File: src/rtl/hazard_controller_pkg.sv
// Shared types and helpers for the pipeline hazard controller.
package hazard_controller_pkg;

    // Controller sequencing states
    typedef enum logic [1:0] {
        HZ_INIT,
        HZ_RUN,
        HZ_MEM_WAIT
    } hz_state_t;

    // Operand forward select encoding used by the E-stage muxes
    typedef logic [1:0] fwd_sel_t;
    localparam fwd_sel_t FWD_RF  = 2'b00;  // value read from the register file
    localparam fwd_sel_t FWD_WB  = 2'b01;  // result from the W stage
    localparam fwd_sel_t FWD_MEM = 2'b10;  // ALU result sitting in the M stage

    localparam int REG_W = 5;

    // RAW forward select for one E-stage source register. M is younger than W,
    // so it holds the newer value and wins when both match. x0 is never forwarded.
    function automatic fwd_sel_t fwd_select(
        input logic             rw_m,
        input logic [REG_W-1:0] rd_m,
        input logic             rw_w,
        input logic [REG_W-1:0] rd_w,
        input logic [REG_W-1:0] rs
    );
        fwd_sel_t sel;
        sel = FWD_RF;
        if (rw_m && (rd_m != '0) && (rd_m == rs))
            sel = FWD_MEM;
        else if (rw_w && (rd_w != '0) && (rd_w == rs))
            sel = FWD_WB;
        return sel;
    endfunction

endpackage

File: src/rtl/hazard_perf_cnt.sv
// Single saturating event counter with synchronous clear.
module hazard_perf_cnt #(
    parameter int PERF_W = 32
) (
    input  logic              i_clk,
    input  logic              i_clear,
    input  logic              i_inc,
    output logic [PERF_W-1:0] o_count
);

    logic [PERF_W-1:0] r_count;

    // Count events, sticking at all-ones instead of wrapping
    always_ff @(posedge i_clk) begin
        if (i_clear)
            r_count <= '0;
        else if (i_inc && (r_count != '1))
            r_count <= r_count + PERF_W'(1);
    end

    assign o_count = r_count;

endmodule

File: src/rtl/hazard_controller.sv
// Hazard and sequencing controller for the 5-stage core.
// Combinational forwarding / load-use stall / branch flush, plus a post-reset
// scrub and a data-memory wait FSM with bus-error timeout.
// Optional performance counters are built when HAZARD_PERF_EN is defined;
// otherwise the perf ports read as zero and no counter flops exist.
module hazard_controller
    import hazard_controller_pkg::*;
#(
    parameter int INIT_CYCLES = 3,
    parameter int MEM_TIMEOUT = 64,
    parameter int PERF_W      = 32
) (
    input  logic              clk,
    input  logic              reset,
    input  logic [REG_W-1:0]  Rs1D,
    input  logic [REG_W-1:0]  Rs2D,
    input  logic [REG_W-1:0]  Rs1E,
    input  logic [REG_W-1:0]  Rs2E,
    input  logic [REG_W-1:0]  RdE,
    input  logic [REG_W-1:0]  RdM,
    input  logic [REG_W-1:0]  RdW,
    input  logic              ResultSrcE0,
    input  logic              PCSrcE,
    input  logic              RegWriteM,
    input  logic              RegWriteW,
    input  logic              MemReqM,
    input  logic              dmem_ready,
    output logic              StallF,
    output logic              StallD,
    output logic              StallE,
    output logic              StallM,
    output logic              FlushD,
    output logic              FlushE,
    output logic              FlushW,
    output logic [1:0]        ForwardAE,
    output logic [1:0]        ForwardEE,
    output logic              bus_err,
    output logic [PERF_W-1:0] perf_stall,
    output logic [PERF_W-1:0] perf_flush,
    output logic [PERF_W-1:0] perf_memwait
);

    localparam int INIT_W = $clog2(INIT_CYCLES + 1);
    localparam int WAIT_W = $clog2(MEM_TIMEOUT + 1);

    hz_state_t         r_state;
    hz_state_t         w_next_state;
    logic [INIT_W-1:0] r_init_cnt;
    logic [WAIT_W-1:0] r_wait_cnt;
    logic              r_bus_err;

    logic              w_lw_stall;
    logic              w_init_done;
    logic              w_wait_tmo;
    fwd_sel_t          w_fwd_a;
    fwd_sel_t          w_fwd_b;

    // Load in E whose destination is read by the instruction in D
    assign w_lw_stall  = ResultSrcE0 && (RdE != '0) && ((RdE == Rs1D) || (RdE == Rs2D));
    assign w_init_done = (r_init_cnt == INIT_W'(INIT_CYCLES - 1));
    assign w_wait_tmo  = (r_wait_cnt == WAIT_W'(MEM_TIMEOUT - 1));

    assign w_fwd_a = fwd_select(RegWriteM, RdM, RegWriteW, RdW, Rs1E);
    assign w_fwd_b = fwd_select(RegWriteM, RdM, RegWriteW, RdW, Rs2E);

    // State register and its counters; reset wins from any state
    always_ff @(posedge clk) begin
        if (reset) begin
            r_state    <= HZ_INIT;
            r_init_cnt <= '0;
            r_wait_cnt <= '0;
            r_bus_err  <= 1'b0;
        end else begin
            r_state <= w_next_state;
            case (r_state)
                HZ_INIT: begin
                    if (!w_init_done)
                        r_init_cnt <= r_init_cnt + INIT_W'(1);
                end
                HZ_MEM_WAIT: begin
                    if (dmem_ready || w_wait_tmo)
                        r_wait_cnt <= '0;
                    else
                        r_wait_cnt <= r_wait_cnt + WAIT_W'(1);
                    // Access abandoned: flag it and let the pipe move on
                    if (!dmem_ready && w_wait_tmo)
                        r_bus_err <= 1'b1;
                end
                default: ;
            endcase
        end
    end

    // Next state and pipeline control outputs
    always_comb begin
        w_next_state = r_state;
        StallF       = 1'b0;
        StallD       = 1'b0;
        StallE       = 1'b0;
        StallM       = 1'b0;
        FlushD       = 1'b0;
        FlushE       = 1'b0;
        FlushW       = 1'b0;
        ForwardAE    = FWD_RF;
        ForwardEE    = FWD_RF;
        case (r_state)
            HZ_INIT: begin
                // Hold fetch and keep bubbles flowing until the pipe is clean
                StallF = 1'b1;
                FlushD = 1'b1;
                FlushE = 1'b1;
                FlushW = 1'b1;
                if (w_init_done)
                    w_next_state = HZ_RUN;
            end
            HZ_RUN: begin
                ForwardAE = w_fwd_a;
                ForwardEE = w_fwd_b;
                StallF    = w_lw_stall;
                StallD    = w_lw_stall;
                FlushD    = PCSrcE;
                FlushE    = w_lw_stall | PCSrcE;
                // M is not frozen yet this cycle, so the normal controls still apply
                if (MemReqM && !dmem_ready)
                    w_next_state = HZ_MEM_WAIT;
            end
            HZ_MEM_WAIT: begin
                // Freeze F..M; W gets bubbles so the stalled access retires only once.
                // Redirects/load-use wait in the frozen E stage until RUN resumes.
                ForwardAE = w_fwd_a;
                ForwardEE = w_fwd_b;
                StallF    = 1'b1;
                StallD    = 1'b1;
                StallE    = 1'b1;
                StallM    = 1'b1;
                FlushW    = 1'b1;
                if (dmem_ready || w_wait_tmo)
                    w_next_state = HZ_RUN;
            end
            default: w_next_state = HZ_INIT;
        endcase
    end

    assign bus_err = r_bus_err;

`ifdef HAZARD_PERF_EN
    logic w_inc_stall;
    logic w_inc_flush;
    logic w_inc_memwait;

    assign w_inc_stall   = StallF && (r_state != HZ_INIT);
    assign w_inc_flush   = PCSrcE && (r_state == HZ_RUN);
    assign w_inc_memwait = (r_state == HZ_MEM_WAIT);

    hazard_perf_cnt #(.PERF_W(PERF_W)) u_perf_stall (
        .i_clk   (clk),
        .i_clear (reset),
        .i_inc   (w_inc_stall),
        .o_count (perf_stall)
    );

    hazard_perf_cnt #(.PERF_W(PERF_W)) u_perf_flush (
        .i_clk   (clk),
        .i_clear (reset),
        .i_inc   (w_inc_flush),
        .o_count (perf_flush)
    );

    hazard_perf_cnt #(.PERF_W(PERF_W)) u_perf_memwait (
        .i_clk   (clk),
        .i_clear (reset),
        .i_inc   (w_inc_memwait),
        .o_count (perf_memwait)
    );
`else
    assign perf_stall   = '0;
    assign perf_flush   = '0;
    assign perf_memwait = '0;
`endif

endmodule

File: config.mk
export PLATFORM = sky130hd
export DESIGN_NAME = hazard_controller
export DESIGN_NICKNAME = d
export VERILOG_FILES = /design/src/rtl/hazard_controller_pkg.sv /design/src/rtl/hazard_perf_cnt.sv /design/src/rtl/hazard_controller.sv
export SDC_FILE = /design/constraint.sdc
export NUM_CORES = 1
export LEC_CHECK = 0
export BUFFER_PORTS_ARGS = -buffer_cell sky130_fd_sc_hd__buf_2
export CORE_UTILIZATION = 35
export DETAILED_ROUTE_END_ITERATION = 8
export PLACE_DENSITY = 0.77
export SETUP_SLACK_MARGIN = 0.5
export SLEW_MARGIN = 20
export SYNTH_ARGS = -nofsm -noshare
export SYNTH_HDL_FRONTEND = slang
export SYNTH_SLANG_ARGS = --single-unit
File: constraint.sdc
create_clock -name clk -period 1.7 [get_ports clk]
set_input_delay 0.34 -clock clk [delete_from_list [all_inputs] [get_ports clk]]
set_output_delay 0.34 -clock clk [all_outputs]
set_load 0.03 [all_outputs]
==> flow_metrics.env, run 1 <==
export IMPL_worstSkewPairLatency_ns=0.24
export IMPL_num_vias=1577
export IMPL_synth_cell_types=36
export IMPL_io_buffers=54
export IMPL_htree_levels=1
export IMPL_period_share_pct=125
export IMPL_violations="setup timing"
export IMPL_cap_violations=0
export IMPL_worst_r2r_setup_slack_ns=-0.09
export IMPL_numCtsBuffers=3
export IMPL_antenna_found_initial=0
export IMPL_routedWlPerCell_um=10.8
export IMPL_path_class="reg -> out"
export IMPL_drtIter0Drc=35
export IMPL_final_antenna_net_count=0
export IMPL_hold_path_end="r_state[1]"
export IMPL_hold_path_class="in -> reg"
export IMPL_total_power_w=0.00203
export IMPL_max_freq_mhz=469
export IMPL_layout_min_cycle_time_ns=2.13
export IMPL_peakVddDrop_uv=362
export IMPL_synthCells=230
export IMPL_fin_skew_ns=0.00111
export IMPL_cts_tree="yes"
export IMPL_clockBufferDepth=2
export IMPL_multiInputGateArea_mm2=0.00137
export IMPL_synth_area_mm2=0.00178
export IMPL_drt_first_pass_iters=4
export IMPL_power_density_mw_per_mm2=823
export IMPL_cpPeakStageDelay_ns=0.44
export IMPL_worstHoldStart="reset"
export IMPL_place_ws_ns=-0.368
export IMPL_n_antenna_cell=0
export IMPL_clkTransAtPathRegs_ns=0.06
export IMPL_row_count=25
export IMPL_yosysSeqAreaShare_pct=13.5
export IMPL_synth_warnings=0
export IMPL_nFillCells=457
export IMPL_async_flop_share_pct=0
export IMPL_yosysTopAreaCell="buf_4"
export IMPL_r2r_cells=9
export IMPL_grt_overflow_total=0
export IMPL_routed_wirelength_mm=4.25
export IMPL_via_per_inst=4.00
export IMPL_gp_congestion=0.776
export IMPL_drc_errors=0
export IMPL_cts_root_buf="clkbuf_8"
export IMPL_nets=377
export IMPL_critPathBufInv=2
export IMPL_required_ns=1.36
export IMPL_drive_gt1_share_pct=43.1
export IMPL_grt_max_degree=13
export IMPL_worstPathMaxFanout=2
export IMPL_setup_viol=10
export IMPL_grt_pass1_vias=1418
export IMPL_hold_violations=0
export IMPL_grt_pass1_wl_mm=6.26
export IMPL_rsz0062_at_grt="true"
export IMPL_setup_ws_ns=-0.433
export IMPL_crit_path_end_kind="output port"
export IMPL_ys_ff_latch=12
export IMPL_track_usage_pct=14.9
export IMPL_start_util_pct=37.0
export IMPL_hpwlAfterDp_mm=2.97
export IMPL_maxSlewViolCount=0
export IMPL_synth_ff_type="dfxtp_1"
export IMPL_synth_area_top_cells="buf_4 41%, dfxtp_1 13%, xor2_1 11%"
export IMPL_synth_top_area_share_pct=40.8
export IMPL_critPathArrivalTime_ns=1.79
export IMPL_p_leak_nw=1.20
export IMPL_cp_slowest_cell="or4_4"
export IMPL_cp_top_family="simple AND/OR/NAND/NOR gates"
export IMPL_core_area_mm2=0.00482
export IMPL_r2r_start="r_state[1]"
export IMPL_synth_edff_count=0
export IMPL_hold_depth=2
export IMPL_status="finished, violations left"
export IMPL_reg2reg_to="r_state[0]"
export IMPL_critPathLaunchType="register"
export IMPL_path_cells="inv_2 -> ha_4 -> o211ai_1 -> or4_4 -> nor4_4 -> buf_4"
export IMPL_seqCellArea_um2=245
export IMPL_die_y_um=73.4
export IMPL_syn_area_per_cell_um2=7.76
export IMPL_cts_sinks=12
export IMPL_fp_dieW_um=73.4
export IMPL_synthToLayoutAreaGrowth_pct=38.2
export IMPL_dp_cells=374
export IMPL_instances_no_fill=394
export IMPL_dieArea_mm2=0.00539
export IMPL_pin_count=151
==> cells by family (layout without fill, tap and decap cells) <==
kind of cell / after synthesis / in the layout / synth area share (%)
compound gates: 27 / 27 / 9.75
mux: 1 / 1 / 0.561
flops: 12 / 12 / 13.5
other cells: 1 / 96 / 0.210
simple gates: 49 / 49 / 14.5
fa+ha+maj: 6 / 6 / 4.21
xor+xnor: 31 / 31 / 15.2
buf+inv: 103 / 105 / 42.1
==> routing by layer <==
| layer | routed length (um) | global-route usage (%) | part of all wire, % |
|---|---|---|---|
| met2 | 2450 | 30.0 | 58 |
| met4 | 14 | 1.92 | 0.33 |
| met5 | 0 | 0 | 0 |
| met1 | 1500 | 16.3 | 35 |
| met3 | 272 | 2.74 | 6.4 |
==> power by group <==
group	total (W)	leakage, nW	switching (W)	internal [W]
logic	0.00137	1.07	0.000797	0.000574
registers	0.000339	0.0993	0.0000209	0.000318
clock network	0.000321	0.0288	0.000116	0.000205
==> what timing repair did <==
action / in CTS / in global routing
gates resized for setup: 52 / 14
buffers inserted: 11 / 5
endpoints found under the setup margin: 21 / 23
pin swaps: 18 / 7
hold buffers: 0 / 0
==> Yosys cell counts, types with 2 or more instances <==
library cell / number
a21o_1: 2
a21oi_1: 6
a22oi_1: 3
and2_1: 2
buf_4: 97
dfxtp_1: 12
ha_1: 6
inv_1: 5
nand2_1: 7
nand2b_1: 3
nand3_1: 5
nor2_1: 10
nor2b_1: 2
nor3_1: 8
nor4_1: 3
o21ai_0: 7
or4_1: 4
xnor2_1: 9
xor2_1: 22
==> stage by stage <==
stage	util (%)	setup TNS [ns]	area, um^2	hold slack, ns
floorplan	-	-0.703	2230	0.412
global placement	42.4	-1.15	2040	0.433
detailed placement	42.4	-1.22	2040	0.440
CTS	49.1	-1.64	2360	0.408
global route	51.2	-2.92	2470	0.444
finish	51.2	-2.33	2470	0.429
==> worst reg2reg max path, delay by kind of cell (launching register included) <==
family / cells / cell delay, ns
adder cells (fa/ha/maj): 1 / 0.16
AND/OR/NAND/NOR: 1 / 0.40
flip-flops: 1 / 0.33
buffers and inverters: 5 / 0.49
AO/OA/AOI/OAI: 2 / 0.32
==> registers in the layout (all words and copies together) (netlist names) <==
name and count:
r_init_cnt 2, bus_err 1, r_state 2, r_wait_cnt 7
==> layout by cell type (no fill, tap or decap), types with 5 or more instances in the layout <==
| cell | count |
|---|---|
| nand2_1 | 7 |
| buf_6 | 19 |
| xnor2_1 | 9 |
| conb_1 | 96 |
| dfxtp_1 | 8 |
| nand3_1 | 5 |
| buf_2 | 42 |
| nor2_1 | 9 |
| nor3_1 | 6 |
| buf_4 | 35 |
| xor2_1 | 22 |
==> worst max path at each step <==
stage	to	startpoint	slack, ns	cells past startpoint
2_1_floorplan	ForwardEE[0]	r_state[0]	-0.27	5
5_1_grt	ForwardEE[0]	r_state[1]	-0.49	6
4_1_cts	ForwardEE[0]	r_state[1]	-0.41	6
6_report	ForwardEE[0]	r_state[1]	-0.43	6
3_3_place_gp	ForwardEE[0]	RdM[1]	-0.35	6
3_5_place_dp	ForwardEE[0]	RdM[1]	-0.37	6
==> cell type report <==
cell class              count  share of cell area (%)
clock buffers               4                    2.23
well taps                  67                    3.40
flip-flops and latches     12                    9.94
multi-input cells         210                    55.6
repair buffers             96                    27.9
inverters                   5                   0.964
Note: power is estimated with default switching activity, not from simulation.
==> inputs of run 2 (changes only) <==
--- a/config.mk
+++ b/config.mk
@@ -13,4 +13,5 @@
 export SLEW_MARGIN = 20
 export SYNTH_ARGS = -nofsm -noshare
 export SYNTH_HDL_FRONTEND = slang
+export SYNTH_HIERARCHICAL = 1
 export SYNTH_SLANG_ARGS = --single-unit
==> constraint.sdc (replaced) <==
create_clock -name clk -period 1.7 [get_ports clk]
set_input_delay 0 -clock clk [delete_from_list [all_inputs] [get_ports clk]]
set_output_delay 0 -clock clk [all_outputs]
set_load 0.03 [all_outputs]
==> run 2 against run 1 <==
The flow still finishes with violations (setup timing). Sequential share of layout area up 0.55 points. Sequential cell count unchanged. Global-route usage down 0.98 points. Clock power down 13%. Critical path type unchanged. Largest power group unchanged. Highest routed layer unchanged.
==> flow_metrics.env, run 2 <==
export IMPL_status="finished, violations left"
export IMPL_violations="setup timing"
export IMPL_r2r_cells=7
export IMPL_drt_first_pass_iters=4
export IMPL_instances_no_fill=384
export IMPL_regMostFlops="r_wait_cnt"
export IMPL_synth_most_common_cell="buf_4"
export IMPL_required_ns=1.70
export IMPL_drc_errors=0
export IMPL_synth_area_top_cells="buf_4 41%, dfxtp_1 13%, xor2_1 11%"
export IMPL_htree_levels=1
export IMPL_synthToLayoutAreaGrowth_pct=33.0
export IMPL_drive_gt1_share_pct=40.1
export IMPL_critPathLaunchType="register"
export IMPL_pwr_share_clk_pct=13.6
export IMPL_path_cells="inv_2 -> ha_4 -> o211ai_1 -> or4_4 -> nor4_4 -> buf_4"
export IMPL_dieArea_mm2=0.00539
export IMPL_via_per_inst=4.09
export IMPL_clockBufferDepth=2
export IMPL_row_count=25
export IMPL_intPower_w=0.00113
export IMPL_hold_path_class="in -> reg"
export IMPL_nFillCells=454
export IMPL_yosysSeqAreaShare_pct=13.5
export IMPL_cpPeakStageDelay_ns=0.44
export IMPL_post_dp_cell_area_mm2=0.00188
export IMPL_gp_congestion=0.801
export IMPL_cp_slowest_cell="or4_4"
export IMPL_cap_violations=0
export IMPL_seqCellArea_um2=249
export IMPL_routedWlPerCell_um=10.6
export IMPL_nets=367
export IMPL_power_frac_seq_pct=16.8
export IMPL_r2r_start="r_state[1]"
export IMPL_synth_ff_type="dfxtp_1"
export IMPL_setup_ws_ns=-0.0823
export IMPL_fp_dieW_um=73.4
export IMPL_worstSkewPairLatency_ns=0.25
export IMPL_worstHoldStart="reset"
export IMPL_yosysTopAreaCell="buf_4"
export IMPL_final_cell_mix="96 x conb_1, 43 x buf_2, 24 x buf_6"
export IMPL_final_antenna_net_count=0
export IMPL_setup_viol=3
export IMPL_start_util_pct=37.0
export IMPL_grt_pass1_vias=1327
export IMPL_path_class="reg -> out"
export IMPL_io_buffers=54
export IMPL_synth_top_area_share_pct=40.8
export IMPL_cts_root_buf="clkbuf_8"
export IMPL_drtIter0Drc=87
export IMPL_track_usage_pct=13.9
export IMPL_maxSlewViolCount=0
export IMPL_routed_wirelength_mm=4.08
export IMPL_switching_share_pct=45.5
export IMPL_syn_area_per_cell_um2=7.76
export IMPL_async_flop_share_pct=0
export IMPL_layout_min_cycle_time_ns=1.78
export IMPL_worst_r2r_setup_slack_ns=-0.06
export IMPL_hold_depth=2
export IMPL_numCtsBuffers=3
export IMPL_tightest_slew_ns=0.672
export IMPL_hpwlAfterDp_mm=2.81
export IMPL_multiInputGateArea_mm2=0.00133
export IMPL_rsz0062_at_grt="true"
export IMPL_cts_tree="yes"
export IMPL_p_leak_nw=1.14
export IMPL_p_comb_share_pct=69.7
export IMPL_power_switching_w=0.000940
export IMPL_layout_commonest_cell="conb_1"
export IMPL_synthCells=230
export IMPL_largest_reg_flops=7
export IMPL_pin_count=151
export IMPL_power_density_mw_per_mm2=871
export IMPL_dp_cells=351
export IMPL_final_area_mm2=0.00237
export IMPL_hold_violations=0
export IMPL_worstPathMaxFanout=2
export IMPL_clkTransAtPathRegs_ns=0.05
export IMPL_grt_overflow_total=0
export IMPL_hold_path_end="r_state[1]"
export IMPL_peakVddDrop_uv=415
export IMPL_reg_top3="r_wait_cnt (7), r_init_cnt (2), r_state (2)"
export IMPL_ys_ff_latch=12
export IMPL_num_vias=1569
export IMPL_hold_buffers=0
export IMPL_antenna_found_initial=0
export IMPL_timing_hold_ws_ns=0.0737
export IMPL_critPathArrivalTime_ns=1.78
export IMPL_reg2reg_to="r_state[0]"
export IMPL_cts_sinks=12
export IMPL_die_y_um=73.4
export IMPL_synth_edff_count=0
export IMPL_grt_max_degree=13
export IMPL_synth_cell_types=36
export IMPL_synth_area_mm2=0.00178
export IMPL_core_area_mm2=0.00482
export IMPL_synthTopCellsByCount="97 x buf_4, 22 x xor2_1, 12 x dfxtp_1"
export IMPL_grt_pass1_wl_mm=5.89
export IMPL_period_share_pct=105
export IMPL_fin_skew_ns=0.000778
export IMPL_n_antenna_cell=0
export IMPL_crit_path_end_kind="output port"
export IMPL_max_slew_margin_pct=54.8
export IMPL_max_freq_mhz=561
export IMPL_synth_warnings=6
run 2: changes by cell type in the layout (fill, tap and decap cells not counted), moves of 2 or more:
cell | previous run | this run
buf_6 | 19 | 24
nor4_1 | 0 | 2
o21ai_2 | 2 | 4
buf_4 | 35 | 18
run 2: logic make-up (layout without fill, tap and decap cells):
family          count (synthesis)  in the layout  synth area share (%)
compound gates                 27             27                  9.75
xor+xnor                       31             31                  15.2
fa+ha+maj                       6              6                  4.21
buf+inv                       103             95                  42.1
flops                          12             12                  13.5
mux                             1              1                 0.561
other cells                     1             96                 0.210
simple gates                   49             49                  14.5
run 2: cell type report:
class                           instances  share of cell area [%]
Inverter                                5                    1.21
Multi-Input combinational cell        210                    56.1
Tap cell                               67                    3.53
Clock buffer                            4                    1.90
Timing Repair Buffer                   86                    26.8
Sequential cell                        12                    10.5
run 2: power by group through the flow:
stage                     Sequential (W)  Combinational, W  Clock, W
after floorplan                 0.000351          0.000943         0
after global placement          0.000355          0.000958         0
after detailed placement        0.000357          0.000971         0
after CTS                       0.000343           0.00135  0.000274
after global routing            0.000351           0.00153  0.000295
final                           0.000347           0.00144  0.000280
run 2: worst max-delay path: cells and delay by family, from the launching register on:
kind,cells,cell delay (ns)
compound gates,1,0.09
fa+ha+maj,1,0.26
buf+inv,2,0.25
flops,1,0.34
simple gates,2,0.60
run 2: worst max-delay path by stage:
stage,endpoint,slack (ns),from,cells past startpoint
final,ForwardEE[0],-0.08,r_state[0],6
after global routing,ForwardEE[0],-0.13,r_state[1],6
after CTS,ForwardEE[0],-0.1,r_state[1],6
after detailed placement,ForwardEE[0],0.008,r_state[0],6
after global placement,ForwardEE[0],0.08,r_state[0],6
after floorplan,ForwardEE[0],0.08,r_state[1],5
run 2: what timing repair did:
action / in CTS / in global routing
buffers inserted: 25 / 4
gates cloned: 0 / 0
pin swaps: 18 / 10
resized for setup: 48 / 19
endpoints found under the setup margin: 15 / 22
run 2: routing by layer:
metal	vias up	wire [um]	GRT usage, %
met2	91	2170	26.3
met3	7	294	1.37
li1	751	-	-
met5	-	0	0
met4	0	68	5.56
met1	720	1550	15.9
run 2: metrics by stage:
| stage | utilization, % | total power, W | TNS (ns) | worst slack [ns] |
|---|---|---|---|---|
| CTS | 47.3 | 0.00196 | -0.100 | -0.0961 |
| detailed placement | 39.0 | 0.00133 | 0 | 0.00808 |
| finish | 49.3 | 0.00207 | -0.141 | -0.0823 |
| global placement | 39.0 | 0.00131 | 0 | 0.0827 |
| global route | 49.3 | 0.00218 | -0.341 | -0.132 |
| floorplan | - | 0.00129 | 0 | 0.0765 |
